--- config.mk ---
export PLATFORM = sky130hd
export DESIGN_NAME = rf
export DESIGN_NICKNAME = d
export VERILOG_FILES = /design/src/rtl/rf_pkg.sv /design/src/rtl/rf_read_port.sv /design/src/rtl/rf.sv
export SDC_FILE = /design/constraint.sdc
export NUM_CORES = 2
export LEC_CHECK = 0
export CAP_MARGIN = 20
export CORE_ASPECT_RATIO = 1.1
export CORE_UTILIZATION = 38
export CTS_BUF_LIST = sky130_fd_sc_hd__clkbuf_4
export DETAILED_ROUTE_END_ITERATION = 7
export GPL_TIMING_DRIVEN = 1
export PLACE_DENSITY_LB_ADDON = 0.05
export RECOVER_POWER = 100
export SYNTH_ARGS = -nofsm -noshare
export SYNTH_HDL_FRONTEND = slang
export SYNTH_SLANG_ARGS = --single-unit
--- constraint.sdc ---
create_clock -name clk -period 1.8 [get_ports clk]
set_input_delay 0.18 -clock clk [delete_from_list [all_inputs] [get_ports clk]]
set_output_delay 0.18 -clock clk [all_outputs]
set_load 0.05 [all_outputs]
--- src/rtl/rf_pkg.sv ---
// Shared constants and types for the RV32I integer register file.
package rf_pkg;

    localparam int XLEN       = 32;
    localparam int NUM_REGS   = 32;
    localparam int REG_ADDR_W = 5;

    typedef logic [REG_ADDR_W-1:0] reg_addr_t;
    typedef logic [XLEN-1:0]       xlen_t;

    localparam reg_addr_t ZERO_REG = 5'd0;

endpackage

--- src/rtl/rf_read_port.sv ---
// One combinational read port of the register file; index 0 always reads zero.
module rf_read_port
    import rf_pkg::*;
(
    input  xlen_t [NUM_REGS-1:1] regs,
    input  reg_addr_t            sel,
    output xlen_t                data
);

    // x0 has no storage behind it, so it is masked to zero here
    always_comb begin
        data = {XLEN{1'b0}};
        if (sel == ZERO_REG) begin
            data = {XLEN{1'b0}};
        end else begin
            data = regs[sel];
        end
    end

endmodule

--- src/rtl/rf.sv ---
// 32 x 32 register file: two combinational read ports, one synchronous write port.
module rf
    import rf_pkg::*;
(
    input  logic        clk,
    input  logic        rst,
    input  logic [4:0]  reg_s1,
    input  logic [4:0]  reg_s2,
    input  logic [4:0]  rd,
    input  logic        write_e,
    input  logic [31:0] write_d,
    output logic [31:0] reg_d1,
    output logic [31:0] reg_d2
);

    xlen_t [NUM_REGS-1:1] regs_r;

    // Storage for x1..x31; reset wins over a simultaneous write
    always_ff @(posedge clk) begin
        if (rst) begin
            for (int i = 1; i < NUM_REGS; i++) begin
                regs_r[i] <= {XLEN{1'b0}};
            end
        end else if (write_e && (rd != ZERO_REG)) begin
            regs_r[rd] <= write_d;
        end
    end

    rf_read_port u_port1 (
        .regs (regs_r),
        .sel  (reg_s1),
        .data (reg_d1)
    );

    rf_read_port u_port2 (
        .regs (regs_r),
        .sel  (reg_s2),
        .data (reg_d2)
    );

endmodule

==> impl_results.md <==
* M3 GR Usage at 0.0547
* CTS tree: built
* CTS Buf Count at 299
* Met1 global-route usage at 0.426
* Most Crowded Layer GR: met2
* Yosys warning total at 0
* Area occupied by multi-input gates at 29,800 um^2
* Final Util at 0.498
* Largest net degree at the start of global routing at 92
* Pint at around 0.035 W
* Comb pwr share at 0.119
* Top-area cell type share of the netlist area at 0.394
* Initial antenna violation count at 1
* Sw frac at 0.281
* Design Area, Final at 65,300 um^2
* CP cell instances: buf_6, mux4_2, mux2i_2, o211ai_1, o31a_4, buf_12
* NetSw at ~0.014 W
* Worst Setup Start Kind: flip-flop
* Vias per cell at 5.72
* Crit Path Max Fanout at 2
* Tcrit/Tclk final at 1.81
* Final setup margin at -1450 ps
* Chip height at 384 um
* Worst VDD drop at approximately 0.00062 V
* Power density over the cells at approximately 750 nW/um^2
* Synth Net Count at 5,877
* Max Fclk at 308 MHz
* Worst Skew at 0 ps
* Post-DP HPWL at 141,000 um
* Largest reg by FF count: regs_r
* Max H-tree Level at 5
* Slew HR at 0.435
* Final WL at between 200,000 and 250,000 um
* Clock tree buffer depth at 4
* Most frequent cells after synthesis: nand2_1, a21oi_1, dfxtp_1
* Top flop regs: regs_r x992
* Share of cells above drive strength 1 at 0.310
* First-pass GRT wire length at 313,000 um
* Endpoints failing hold at 0
* Number of max-cap violations at 0
* Initial DRT Pass Iterations at 5
* Net count, final at 6,339
* Row count at 139
* Most common cell in the netlist: nand2_1
* Core Footprint at 131,000 um^2
* Async SR Flop Fraction at 0
* Antenna-violating nets left at 0
* Place WS at -664 ps
* Largest register FFs at about 990
* Clock sinks at approximately 1,000
* DIE WIDTH at about 350 um
* Levels on crit path at 6
* P_leak at 22.5 nW
* Ys flop type: dfxtp_1
* CTS Root Cell: clkbuf_4
* Vias in the first global route at around 46k
* GRT Overall Usage at 0.316
* Slew @ Worst Pin at 845 ps
* Yosys cell types at 34
* Final routed DRC violation total at 0
* Layout area overhead at 29.5%
* Hold Slack at 254 ps
* Failing checks: negative setup slack
* Register area share after synthesis at 0.394
* Min-Delay Path Class: input port to flip-flop
* Mean Syn Cell Area at 8.65 um^2
* Largest cells by area after synthesis: dfxtp_1, mux4_2, nand2_1, a21oi_1, mux2i_1
* Worst-Skew Late Latency at 1230 ps
* #FFs+latches synth at 992
* Worst Reg-to-Reg Cells at 3
* CP bufs+invs at 2
* Avg WL per Cell at 26.1 um
* Via count at between 40k and 50k
* Mapped Cells at 5,827
* I/O Buffers at approximately 110
* Clk pin slew, worst setup/hold paths at about 60 ps
* RSZ-0062 raised after global routing: true
* Reg power frac at 0.453
* Io pins at 114
* Clk pwr share at 0.428
* GRT overflow at 0
* FF/Latch Area at 20,000 um^2
* Filler cells at 12.5k
* Req. time, crit path at around 1600 ps
* Final setup vio count at 544
* Final-report max-slew violation count at 0
* WP data arrival at 3070 ps
* CP top delay family: multiplexers
* Die area at 134,000 um^2
* Initial Util at 0.385
* Placed instance area at 60,700 um^2
* Met2 Use GR at 0.509
* Nature of the critical path endpoint: primary output
* Status: finished, violations left
* Crit-path slowest cell: mux4_2
* Dominant cell type by area after synthesis: dfxtp_1
* Crit path largest cell delay at 460 ps
* Hold path depth at 7
* GPL Wtd Cong at 0.866
* Tmin final at 3250 ps
* Starting DRT DRC Count at 4,362
* Post-Syn Area at just over 50,000 um^2
* Critical path class: flip-flop to primary output
* Total power at around 0.049 W
* Post-synth EDFFs at 0
logic make-up after synthesis:
group	share of synthesized area
mux	0.231
flops	0.394
simple gates	0.164
buf+inv	0.0510
compound gates	0.160
per-stage QoR:
step / std cells / TNS (ps)
floorplan: 5827 / -449
global placement: 7707 / -292540
detailed placement: 7707 / -285180
CTS: 8225 / -89000
global route: 8230 / -164860
finish: 8230 / -148940
layer usage:
metal	routed length, um	up-vias	share of wire
met5	0	-	0
met4	6460	0	0.030
met3	15100	393	0.070
met2	101000	1827	0.47
met1	92500	23400	0.43
li1	-	21400	-
timing repair:
action	4_1_cts	5_1_grt
resized for setup	181	83
endpoints found under the hold margin	992	0
setup buffers	2	4
setup endpoints to repair	64	64
pin swaps	66	40
hold buffers	37	0
worst paths after layout:
kind | start | end | slack, ps
setup / recovery | regs_r[887] | reg_d1[23] | -1450
hold / removal | rd[4] | regs_r[104] | 250
setup reg to reg | regs_r[985] | regs_r[985] | 640
hold reg to reg | regs_r[975] | regs_r[975] | 460
cell usage in the layout, fill, tap and decap left out, types with 32 or more instances in the layout:
| master | n |
|---|---|
| a22o_1 | 84 |
| mux2_2 | 96 |
| a22oi_1 | 41 |
| buf_12 | 291 |
| o31ai_4 | 32 |
| a2bb2oi_1 | 32 |
| clkdlybuf4s50_1 | 38 |
| clkinv_1 | 50 |
| a21oi_1 | 1023 |
| and2_1 | 32 |
| buf_6 | 53 |
| dfxtp_2 | 138 |
| a211oi_2 | 32 |
| nand2_2 | 33 |
| mux4_2 | 384 |
| dfxtp_1 | 854 |
| buf_4 | 338 |
| nor2_1 | 32 |
| dlygate4sd3_1 | 37 |
| o22ai_1 | 32 |
| nand2_1 | 1984 |
| mux2i_1 | 170 |
| o31a_4 | 32 |
| o211ai_1 | 32 |
| clkbuf_4 | 420 |
power by group through the flow:
stage               clock (W)  sequential (W)  combinational, W
floorplan                   0          0.0227           0.00297
global placement            0          0.0227           0.00570
detailed placement          0          0.0227           0.00571
CTS                    0.0216          0.0222           0.00584
global route           0.0228          0.0222           0.00606
finish                 0.0211          0.0222           0.00585
worst reg2reg max path: stages, from the launching register on:
cell and delay, ps:
dfxtp_1 350, nand2_1 60, a21oi_1 130, dlygate4sd3_1 570
final cells by class:
type / count / share of cell area
clock inverter: 60 / 0.00431
timing repair buffer: 768 / 0.150
inverter: 2 / 0.000115
clock buffer: 419 / 0.0482
tap: 1762 / 0.0338
sequential: 992 / 0.307
antenna: 1 / 0.0000383
multi-input combinational: 4226 / 0.457
Note: power is estimated with default switching activity, not from simulation.
